--- config.mk ---
export PLATFORM = sky130hd
export DESIGN_NAME = lsu_trigger_hit_pipe
export DESIGN_NICKNAME = d
export VERILOG_FILES = /design/src/rtl/lsu_trigger_hit_pipe_pkg.sv /design/src/rtl/lsu_trigger_hit_pipe_cnt.sv /design/src/rtl/lsu_trigger_hit_pipe.sv
export SDC_FILE = /design/constraint.sdc
export NUM_CORES = 1
export LEC_CHECK = 0
export BUFFER_PORTS_ARGS = -buffer_cell sky130_fd_sc_hd__buf_2
export CORE_MARGIN = 4
export CORE_UTILIZATION = 37
export CTS_BUF_LIST = sky130_fd_sc_hd__clkbuf_16
export DETAILED_ROUTE_END_ITERATION = 6
export GPL_ROUTABILITY_DRIVEN = 0
export PLACE_DENSITY = 0.95
export SYNTH_ARGS = -nofsm -noshare
export SYNTH_HDL_FRONTEND = slang
export SYNTH_SLANG_ARGS = --single-unit
--- constraint.sdc ---
create_clock -name clk -period 1.85 [get_ports clk]
set_input_delay 0.37 -clock clk [delete_from_list [all_inputs] [get_ports clk]]
set_output_delay 0.37 -clock clk [all_outputs]
set_load 0.03 [all_outputs]
--- src/rtl/lsu_trigger_hit_pipe_pkg.sv ---
// Shared swerv_types additions for the LSU trigger hit pipeline: trigger count,
// DC4/DC5 pipe record and the pairwise chaining helper.
package swerv_types;

  localparam int unsigned LSU_TRIG_NUM = 4;

  typedef struct packed {
    logic [LSU_TRIG_NUM-1:0] match;
  } lsu_trig_pipe_t;

  // A chained pair (2k, 2k+1) only matches when both halves match.
  function automatic logic [LSU_TRIG_NUM-1:0] lsu_trig_chain(
    input logic [LSU_TRIG_NUM-1:0]   match,
    input logic [LSU_TRIG_NUM/2-1:0] chain
  );
    logic [LSU_TRIG_NUM-1:0] res;
    res = match;
    for (int unsigned k = 0; k < LSU_TRIG_NUM / 2; k++) begin
      if (chain[k]) begin
        res[2*k]   = match[2*k] & match[2*k+1];
        res[2*k+1] = match[2*k] & match[2*k+1];
      end
    end
    return res;
  endfunction

endpackage

--- src/rtl/lsu_trigger_hit_pipe_cnt.sv ---
// Per-trigger hit counter (module lsu_trigger_cnt); only built when
// LSU_TRIGGER_COUNT_EN is defined.
`ifdef LSU_TRIGGER_COUNT_EN
module lsu_trigger_cnt #(
  parameter int unsigned COUNT_WIDTH = 14
) (
  input  logic                   clk,
  input  logic                   rst,
  input  logic                   load,
  input  logic [COUNT_WIDTH-1:0] load_val,
  input  logic                   dec_en,
  input  logic                   freeze,
  output logic                   fire,
  output logic [COUNT_WIDTH-1:0] count
);

  // Count 0 means counting is off; count 1 is the final countdown step.
  assign fire = dec_en & (count < COUNT_WIDTH'(2));

  always_ff @(posedge clk or posedge rst) begin
    if (rst) begin
      count <= '0;
    end else if (load) begin
      count <= load_val;
    end else if (dec_en && !freeze && (count != '0)) begin
      count <= count - COUNT_WIDTH'(1);
    end
  end

endmodule
`endif

--- src/rtl/lsu_trigger_hit_pipe.sv ---
// DC3->DC5 trigger hit pipeline with chaining, flush kill and sticky status.
// Per-trigger hit counters are present only with LSU_TRIGGER_COUNT_EN defined.
module lsu_trigger_hit_pipe
  import swerv_types::*;
#(
  parameter int unsigned COUNT_WIDTH = 14
) (
  input  logic                                    clk,
  input  logic                                    rst,
  input  logic [LSU_TRIG_NUM-1:0]                 lsu_trigger_match_dc3,
  input  logic [LSU_TRIG_NUM/2-1:0]               trigger_chain,
  input  logic                                    dec_tlu_flush_lower_dc5,
  input  logic [LSU_TRIG_NUM-1:0]                 trigger_count_wr,
  input  logic [COUNT_WIDTH-1:0]                  trigger_count_wdata,
  input  logic [LSU_TRIG_NUM-1:0]                 trigger_status_clr,
  output logic [LSU_TRIG_NUM-1:0]                 lsu_trigger_hit_dc5,
  output logic [LSU_TRIG_NUM-1:0]                 lsu_trigger_status,
  output logic [LSU_TRIG_NUM-1:0][COUNT_WIDTH-1:0] trigger_count_rdata
);

  lsu_trig_pipe_t          dc4;
  lsu_trig_pipe_t          dc5;
  logic [LSU_TRIG_NUM-1:0] q;
  logic [LSU_TRIG_NUM-1:0] hit;

  always_ff @(posedge clk or posedge rst) begin
    if (rst) begin
      dc4 <= '0;
      dc5 <= '0;
    end else if (dec_tlu_flush_lower_dc5) begin
      dc4 <= '0;
      dc5 <= '0;
    end else begin
      dc4.match <= lsu_trig_chain(lsu_trigger_match_dc3, trigger_chain);
      dc5       <= dc4;
    end
  end

  assign q = dc5.match & ~{LSU_TRIG_NUM{dec_tlu_flush_lower_dc5}};

`ifdef LSU_TRIGGER_COUNT_EN
  logic [LSU_TRIG_NUM-1:0] fire;

  for (genvar i = 0; i < LSU_TRIG_NUM; i++) begin : g_cnt
    // Even trigger of a chained pair defers to its odd partner's counter.
    lsu_trigger_cnt #(
      .COUNT_WIDTH(COUNT_WIDTH)
    ) u_cnt (
      .clk      (clk),
      .rst      (rst),
      .load     (trigger_count_wr[i]),
      .load_val (trigger_count_wdata),
      .dec_en   (q[i]),
      .freeze   (((i % 2) == 0) ? trigger_chain[i/2] : 1'b0),
      .fire     (fire[i]),
      .count    (trigger_count_rdata[i])
    );
  end

  always_comb begin
    hit = '0;
    for (int unsigned k = 0; k < LSU_TRIG_NUM / 2; k++) begin
      hit[2*k+1] = fire[2*k+1];
      hit[2*k]   = trigger_chain[k] ? fire[2*k+1] : fire[2*k];
    end
  end
`else
  logic unused_count_inputs;

  assign unused_count_inputs = ^{trigger_count_wr, trigger_count_wdata};
  assign hit                 = q;
  assign trigger_count_rdata = '0;
`endif

  assign lsu_trigger_hit_dc5 = hit;

  // Set wins over a coincident clear.
  always_ff @(posedge clk or posedge rst) begin
    if (rst) begin
      lsu_trigger_status <= '0;
    end else begin
      lsu_trigger_status <= (lsu_trigger_status & ~trigger_status_clr) | hit;
    end
  end

endmodule

==> flow_metrics.env, run 1 <==
export IMPL_fp_dieH_um=57.1
export IMPL_synthTopCellsByArea="buf_4 (48%), dfrtp_1 (34%), nor2b_1 (7.0%)"
export IMPL_outcome="finished clean"
export IMPL_drive_above_1_share_pct=21.4
export IMPL_reg2reg_to="lsu_trigger_status[2]"
export IMPL_numCtsBuffers=3
export IMPL_drt_first_pass_iters=1
export IMPL_leakage_nw=0.573
export IMPL_clock_sinks=12
export IMPL_cts_tree="yes"
export IMPL_n_antenna_cell=0
export IMPL_setup_viol=0
export IMPL_cp_startpoint="dec_tlu_flush_lower_dc5"
export IMPL_syn_area_per_cell_um2=9.38
export IMPL_r2r_cells=2
export IMPL_dp_hpwl_mm=1.01
export IMPL_synth_compound_area_share_pct=3.37
export IMPL_cts_buffer_depth=2
export IMPL_fin_crit_sh_pct=70.8
export IMPL_post_drt_wl_per_cell_um=8.23
export IMPL_skew_ns=0.000987
export IMPL_cts_resized_gates=0
export IMPL_grt_busiest_layer="met2"
export IMPL_synthXorXnorAreaFrac_pct=0
export IMPL_drv_cap=0
export IMPL_gr_total_overflow=0
export IMPL_antenna_found_initial=0
export IMPL_drt_iter0_drc=0
export IMPL_grt_pass1_vias=333
export IMPL_cp_arrival_ns=0.94
export IMPL_utilization_pct=39.2
export IMPL_postCtsSetupRepairBufs=0
export IMPL_hold_viol=0
export IMPL_use_met2_pct=8.81
export IMPL_cts_root_buffer="clkbuf_16"
export IMPL_final_antenna_net_count=0
export IMPL_wl_mm=1.19
export IMPL_crit_type="input pin to output pin"
export IMPL_crit_fanout=12
export IMPL_start_kind="input pin"
export IMPL_syn_inst=95
export IMPL_synth_simple_gate_area_share_pct=12.4
export IMPL_rows=17
export IMPL_drc=0
export IMPL_grt_max_degree=13
export IMPL_fmax_ghz=0.763
export IMPL_die_w_um=57.1
export IMPL_ys_seq_area_share_pct=33.7
export IMPL_post_place_cells=141
export IMPL_synthesis_area_um2=891
export IMPL_io_buffers=20
export IMPL_yosysTopAreaCell="buf_4"
export IMPL_synth_top_area_share_pct=48.0
export IMPL_required_ns=1.48
export IMPL_synthAdderAreaFrac_pct=0
export IMPL_path_clk_slew_ns=0.04
export IMPL_rrSetupSlack_ns=1.08
export IMPL_insertion_delay_ns=0.24
export IMPL_grt_pass1_wl_mm=1.50
export IMPL_die_area_um2=3260
export IMPL_syn2layout_area_growth_pct=-0.843
export IMPL_fp_coreArea_um2=2250
export IMPL_floorplan_initialDensity_pct=39.5
export IMPL_rsz0062_at_grt="false"
export IMPL_grt_use_met3_pct=2.26
export IMPL_synthMuxAreaShare_pct=0
export IMPL_yosysUniqueCellTypes=8
export IMPL_endpoint="lsu_trigger_hit_dc5[3]"
export IMPL_nFillCells=238
export IMPL_vias_per_cell=3.19
export IMPL_maxSlewViolCount=0
export IMPL_pwr_density_cell_nw_per_um2=992
export IMPL_min_period_ns=1.31
export IMPL_grt_use_met1_pct=6.77
export IMPL_max_vdd_ir_drop_v=0.000435
export IMPL_vias=463
export IMPL_holdBufCountCts=0
export IMPL_ys_seq_elements=12
export IMPL_ioPinCount=95
export IMPL_setup_tns_final_ns=0
export IMPL_yosys_warnings=0
export IMPL_hold_path_class="input pin to async pin"
export IMPL_nets=149
export IMPL_htreeDepth=1
export IMPL_end_kind="output pin"
export IMPL_r2r_start="dc5[2]"
export IMPL_track_usage_pct=6.25
export IMPL_synth_top_family_by_area="buffers and inverters"
export IMPL_layoutNonFillerInstCount=145
-- kinds of logic after synthesis --
group / Yosys count
other cells: 1
flops: 12
simple gates: 16
buf+inv: 62
compound gates: 4
-- power by group --
group | total (W) | internal, W | switching [W]
Sequential | 0.000278 | 0.000275 | 0.00000325
Combinational | 0.000209 | 0.0000245 | 0.000184
Clock | 0.000389 | 0.000284 | 0.000105
Total | 0.000876 | 0.000583 | 0.000293
-- final cells by class --
| type | instances | area (µm²) | share of cell area (%) |
|---|---|---|---|
| clock buffer | 3 | 75.1 | 8.50 |
| clock inverter | 1 | 3.75 | 0.425 |
| inverter | 5 | 18.8 | 2.12 |
| multi-input combinational | 76 | 350 | 39.7 |
| sequential | 12 | 300 | 34.0 |
| tap | 28 | 35.0 | 3.97 |
| timing repair buffer | 20 | 100 | 11.3 |
-- placed cells by master (no fill, tap or decap) --
| cell type | n |
|---|---|
| a21o_1 | 4 |
| buf_2 | 20 |
| clkbuf_16 | 3 |
| clkinv_1 | 1 |
| conb_1 | 56 |
| dfrtp_1 | 12 |
| inv_1 | 5 |
| nor2b_1 | 10 |
| nor2b_2 | 2 |
| nor3b_1 | 4 |
-- critical path, cell delays in order --
cell	delay, ns
buf_2	0.18
nor2b_1	0.17
buf_2	0.22
-- registers in the layout (all words and copies together), names as in the netlist --
name	cells
dc5	4
dc4	4
lsu_trigger_status	4
-- cells in the mapped netlist (all sizes together) --
cell	instances
a21o	4
nor3b	4
buf	57
inv	5
nor2b	12
dfrtp	12
conb	1
-- per-layer routing --
| layer | vias up | share of wire, % |
|---|---|---|
| met4 | 0 | 2.9 |
| met1 | 194 | 31 |
| met3 | 4 | 19 |
| li1 | 218 | - |
| met5 | - | 0 |
| met2 | 47 | 46 |
-- how the worst min path moves through the flow --
stage                            end  depth (start not counted)  slack, ns  startpoint
6_report                      dc4[1]                          2       0.12         rst
5_1_grt        lsu_trigger_status[1]                          2       0.17         rst
4_1_cts                       dc4[2]                          2       0.13         rst
3_5_place_dp                  dc4[1]                          2       0.39         rst
3_3_place_gp                  dc4[1]                          2       0.38         rst
2_1_floorplan                 dc4[0]                          1       0.23         rst
-- metrics by stage --
| step | setup WS [ns] | cell area, µm² | hold slack, ns | total power (W) |
|---|---|---|---|---|
| after global placement | 0.551 | 805 | 0.379 | 0.000486 |
| after CTS | 0.523 | 883 | 0.134 | 0.000884 |
| after global routing | 0.491 | 883 | 0.169 | 0.000916 |
| final | 0.540 | 883 | 0.121 | 0.000876 |
| after detailed placement | 0.524 | 805 | 0.386 | 0.000489 |
| after floorplan | 0.645 | 1100 | 0.235 | 0.000558 |
No activity file was read; power rests on OpenSTA's default activity.
==> run 2, diff against run 1 <==
Settings changed: CORE_UTILIZATION 37 to 31, PLACE_DENSITY 0.95 to 0.87.
Clock period 1.85 ns to 1.2 ns, I/O delays scaled along.
==> run 2 against run 1 <==
  * Cell area grew 0.57%
  * First-iteration DRC count grew 6
  * Sequential share of layout area shrank 0.19 points
  * Final cell count grew 1.4%
  * Flip-flop and latch count is the same
  * Critical path type is now flop to output pin
  * Via count grew 1.5%
  * Clock power grew 49%
  * Clock skew is essentially flat
  * Die area grew 17%
  * Worst hold slack lost 0.12 ns
==> flow_metrics.env, run 2 (same netlist as run 1, synthesis figures left out) <==
export IMPL_utilization_pct=32.2
export IMPL_wl_mm=1.20
export IMPL_final_antenna_net_count=0
export IMPL_drt_iter0_drc=6
export IMPL_worstPathCellList="nor2b_2 > buf_2"
export IMPL_skew_ns=0.000808
export IMPL_fin_crit_sh_pct=96.6
export IMPL_clock_sinks=12
export IMPL_die_w_um=61.6
export IMPL_outcome="finished clean"
export IMPL_setup_viol=0
export IMPL_cpMaxStageDelayCell="dfrtp_1"
export IMPL_maxSlewViolCount=0
export IMPL_n_antenna_cell=0
export IMPL_numCtsBuffers=3
export IMPL_required_ns=0.96
export IMPL_dp_hpwl_mm=1.02
export IMPL_cts_tree="yes"
export IMPL_hold_path_class="input pin to async pin"
export IMPL_hold_viol=0
export IMPL_grt_pass1_wl_mm=1.63
export IMPL_max_vdd_ir_drop_v=0.000793
export IMPL_layout_common_cells="conb_1 (56), buf_2 (18), dfrtp_1 (12)"
export IMPL_fp_dieH_um=61.6
export IMPL_die_area_um2=3800
export IMPL_vias_per_cell=3.20
export IMPL_io_buffers=20
export IMPL_final_common_cell="conb_1"
export IMPL_antenna_found_initial=0
export IMPL_drive_above_1_share_pct=21.6
export IMPL_cts_buffer_depth=2
export IMPL_cp_arrival_ns=0.92
export IMPL_gr_total_overflow=0
export IMPL_floorplan_initialDensity_pct=32.3
export IMPL_ioPinCount=95
export IMPL_path_clk_slew_ns=0.04
export IMPL_crit_fanout=2
export IMPL_post_drt_wl_per_cell_um=8.14
export IMPL_postCtsSetupRepairBufs=0
export IMPL_holdBufCountCts=0
export IMPL_vias=470
export IMPL_max_stage_delay_ns=0.35
export IMPL_rows=19
export IMPL_min_period_ns=1.16
export IMPL_setup_tns_final_ns=0
export IMPL_track_usage_pct=6.26
export IMPL_drt_first_pass_iters=2
export IMPL_htreeDepth=1
export IMPL_drc=0
export IMPL_syn2layout_area_growth_pct=-0.281
export IMPL_fmax_ghz=0.863
export IMPL_crit_type="flop to output pin"
export IMPL_grt_max_degree=13
export IMPL_cts_root_buffer="clkbuf_16"
export IMPL_cts_resized_gates=0
export IMPL_nets=149
export IMPL_top_regs="dc4: 4 flops, dc5: 4 flops, lsu_trigger_status: 4 flops"
export IMPL_grt_pass1_vias=422
export IMPL_insertion_delay_ns=0.23
export IMPL_pwr_density_cell_nw_per_um2=1500
export IMPL_leakage_nw=0.572
export IMPL_drv_cap=0
export IMPL_end_kind="output pin"
export IMPL_rsz0062_at_grt="false"
export IMPL_start_kind="flop"
export IMPL_fp_coreArea_um2=2760
-- run 2: area by class of cell --
cell class                      count  area (µm²)
Fill cell                         298        1870
Multi-Input combinational cell     76         350
Sequential cell                    12         300
Timing Repair Buffer               20         105
Clock buffer                        3        75.1
Tap cell                           31        38.8
Inverter                            5        18.8
-- run 2: through the flow --
stage | cells | cell area (µm²) | hold slack (ns) | setup slack [ns] | total power [W]
after floorplan | 150 | 1100 | 0.105 | 0.174 | 0.000860
after global placement | 144 | 808 | 0.251 | 0.160 | 0.000749
after detailed placement | 144 | 808 | 0.262 | 0.136 | 0.000753
after CTS | 147 | 883 | 0.0121 | 0.0147 | 0.00135
after global routing | 147 | 888 | 0.0364 | 0.00156 | 0.00140
final | 147 | 888 | 0.000148 | 0.0406 | 0.00133
-- run 2: final timing paths --
kind | from | end | slack [ns] | cells past startpoint
worst min register to register | dc4[3] | dc5[3] | 0.45 | 1
max in group asynchronous | rst | lsu_trigger_status[3] | 0.89 | 2
min in group clk | trigger_status_clr[0] | lsu_trigger_status[0] | 0.27 | 3
worst max-delay path | dc5[2] | lsu_trigger_hit_dc5[2] | 0.04 | 2
worst min-delay path | rst | dc5[1] | 0.0001 | 2
worst max register to register | dc5[2] | lsu_trigger_status[2] | 0.42 | 2
-- run 2: power by group --
group	switching (W)	leakage, nW	internal (W)	total, W
clock network	0.000148	0.0370	0.000432	0.000580
registers	0.00000479	0.161	0.000424	0.000429
logic	0.000284	0.373	0.0000387	0.000323
total	0.000437	0.572	0.000895	0.00133
-- run 2: critical path, delay by kind of cell (launching register included) --
family / cells / cell delay (ns)
flip-flops: 1 / 0.35
buffers and inverters: 1 / 0.18
AND/OR/NAND/NOR: 1 / 0.16
-- run 2: metal layers --
metal | wire, µm | up-vias | share of wire [%] | global-route usage [%]
met5 | 0 | - | 0 | 0
met4 | 26 | 0 | 2.2 | 6.36
met3 | 239 | 2 | 20 | 2.31
met2 | 588 | 45 | 49 | 10.5
met1 | 342 | 206 | 29 | 5.58
li1 | - | 217 | - | -
==> run 3, diff against run 2 <==
Settings changed: REMOVE_ABC_BUFFERS set to 1.
==> run 3 against run 2 <==
  * The run now ends with hold timing left
  * Wire length down 3.2%
  * Sequential power about the same
  * Worst setup slack better by 0.0062 ns
  * Core utilization about the same
  * Non-clock buffer count unchanged
  * Global-route usage down 0.44 points
  * Critical path type unchanged
  * Highest routed layer unchanged
==> flow_metrics.env, run 3 (same netlist as run 1, synthesis figures left out) <==
export IMPL_vias_per_cell=3.11
export IMPL_grt_pass1_vias=366
export IMPL_rows=19
export IMPL_fp_coreArea_um2=2760
export IMPL_r2r_start="dc5[2]"
export IMPL_postCtsSetupRepairBufs=0
export IMPL_cp_arrival_ns=0.91
export IMPL_dp_hpwl_um=999
export IMPL_pwr_density_cell_nw_per_um2=1520
export IMPL_cp_startpoint="dc5[3]"
export IMPL_numCtsBuffers=3
export IMPL_post_drt_wl_per_cell_um=7.83
export IMPL_start_kind="flop"
export IMPL_holdBufCountCts=0
export IMPL_nets=149
export IMPL_rsz0062_at_grt="false"
export IMPL_cts_buffer_depth=2
export IMPL_insertion_delay_ns=0.24
export IMPL_nFillCells=297
export IMPL_io_buffers=20
export IMPL_cts_resized_gates=0
export IMPL_hold_ws_ns=-0.00408
export IMPL_violations="hold timing"
export IMPL_maxSlewViolCount=0
export IMPL_max_vdd_ir_drop_v=0.000780
export IMPL_final_antenna_net_count=0
export IMPL_path_clk_slew_ns=0.04
export IMPL_drt_iter0_drc=0
export IMPL_hold_path_class="input pin to async pin"
export IMPL_vias=460
export IMPL_fmax_ghz=0.867
export IMPL_drc=0
export IMPL_setup_viol=0
export IMPL_floorplan_initialDensity_pct=32.3
export IMPL_clock_sinks=12
export IMPL_antenna_found_initial=0
export IMPL_setup_tns_final_ns=0
export IMPL_grt_max_degree=13
export IMPL_die_w_um=61.6
export IMPL_n_antenna_cell=0
export IMPL_drive_above_1_share_pct=21.4
export IMPL_syn2layout_area_growth_pct=-0.421
export IMPL_end_kind="output pin"
export IMPL_cts_root_buffer="clkbuf_16"
export IMPL_final_common_cell="conb_1"
export IMPL_drt_first_pass_iters=1
export IMPL_drv_cap=0
export IMPL_crit_fanout=2
export IMPL_gr_total_overflow=0
export IMPL_min_period_ns=1.15
export IMPL_track_usage_pct=5.82
export IMPL_crit_type="flop to output pin"
export IMPL_cts_tree="yes"
export IMPL_htreeDepth=1
export IMPL_wl_mm=1.16
export IMPL_leakage_nw=0.573
export IMPL_fin_crit_sh_pct=96.1
export IMPL_top_regs="dc4: 4 flops, dc5: 4 flops, lsu_trigger_status: 4 flops"
export IMPL_required_ns=0.96
export IMPL_die_area_um2=3800
export IMPL_fp_dieH_um=61.6
export IMPL_ioPinCount=95
export IMPL_hold_viol=10
export IMPL_outcome="finished, violations left"
export IMPL_utilization_pct=32.2
export IMPL_layout_common_cells="conb_1 (56), buf_2 (20), dfrtp_1 (12)"
export IMPL_grt_pass1_wl_mm=1.42
export IMPL_skew_ns=0.00331
==> run 3: cell types whose count changed in the layout (fill, tap and decap cells not counted), sizes merged <==
cell and delta:
clkinv +1
==> run 3: path summary, 6_finish.rpt <==
path                                           to  slack [ns]  cells after the start
setup / recovery           lsu_trigger_hit_dc5[3]        0.05                      2
setup reg to reg            lsu_trigger_status[2]        0.43                      2
max in group asynchronous   lsu_trigger_status[3]        0.90                      2
hold / removal                             dc5[2]      -0.004                      2
hold reg to reg                            dc5[2]        0.45                      1
min in group clk            lsu_trigger_status[1]        0.27                      3
==> run 3: final cells by class <==
| cell class | count | area, µm² | share of cell area (%) |
|---|---|---|---|
| Timing Repair Buffer | 20 | 100 | 11.3 |
| Sequential cell | 12 | 300 | 33.9 |
| Tap cell | 31 | 38.8 | 4.37 |
| Multi-Input combinational cell | 76 | 350 | 39.5 |
| Inverter | 5 | 18.8 | 2.12 |
| Clock buffer | 3 | 75.1 | 8.46 |
| Clock inverter | 1 | 3.75 | 0.423 |
==> run 3: power breakdown <==
group          switching [W]  leakage [nW]  internal [W]
sequential        0.00000469         0.161      0.000424
clock               0.000159        0.0385      0.000437
combinational       0.000283         0.373     0.0000378
total               0.000447         0.573      0.000899
==> run 3: stage by stage <==
step           total power (W)  std cells  worst slack [ns]  area [µm²]
2_1_floorplan         0.000712         93             0.174         669
3_3_place_gp          0.000749        144             0.163         808
4_1_cts                0.00136        148            0.0247         887
3_5_place_dp          0.000753        144             0.135         808
6_report               0.00135        148            0.0469         887
5_1_grt                0.00141        148           0.00296         887
==> run 3: critical path, stage by stage (launching register included) <==
cell and delay [ns]:
dfrtp_1 0.30, nor2b_1 0.16, buf_2 0.22
==> run 3: per-layer routing <==
metal | share of wire [%] | GRT usage [%] | up-vias
met3 | 20 | 3.35 | 2
met1 | 29 | 5.05 | 199
met2 | 48 | 8.37 | 41
met4 | 2.3 | 7.27 | 0
met5 | 0 | 0 | -
li1 | - | - | 218
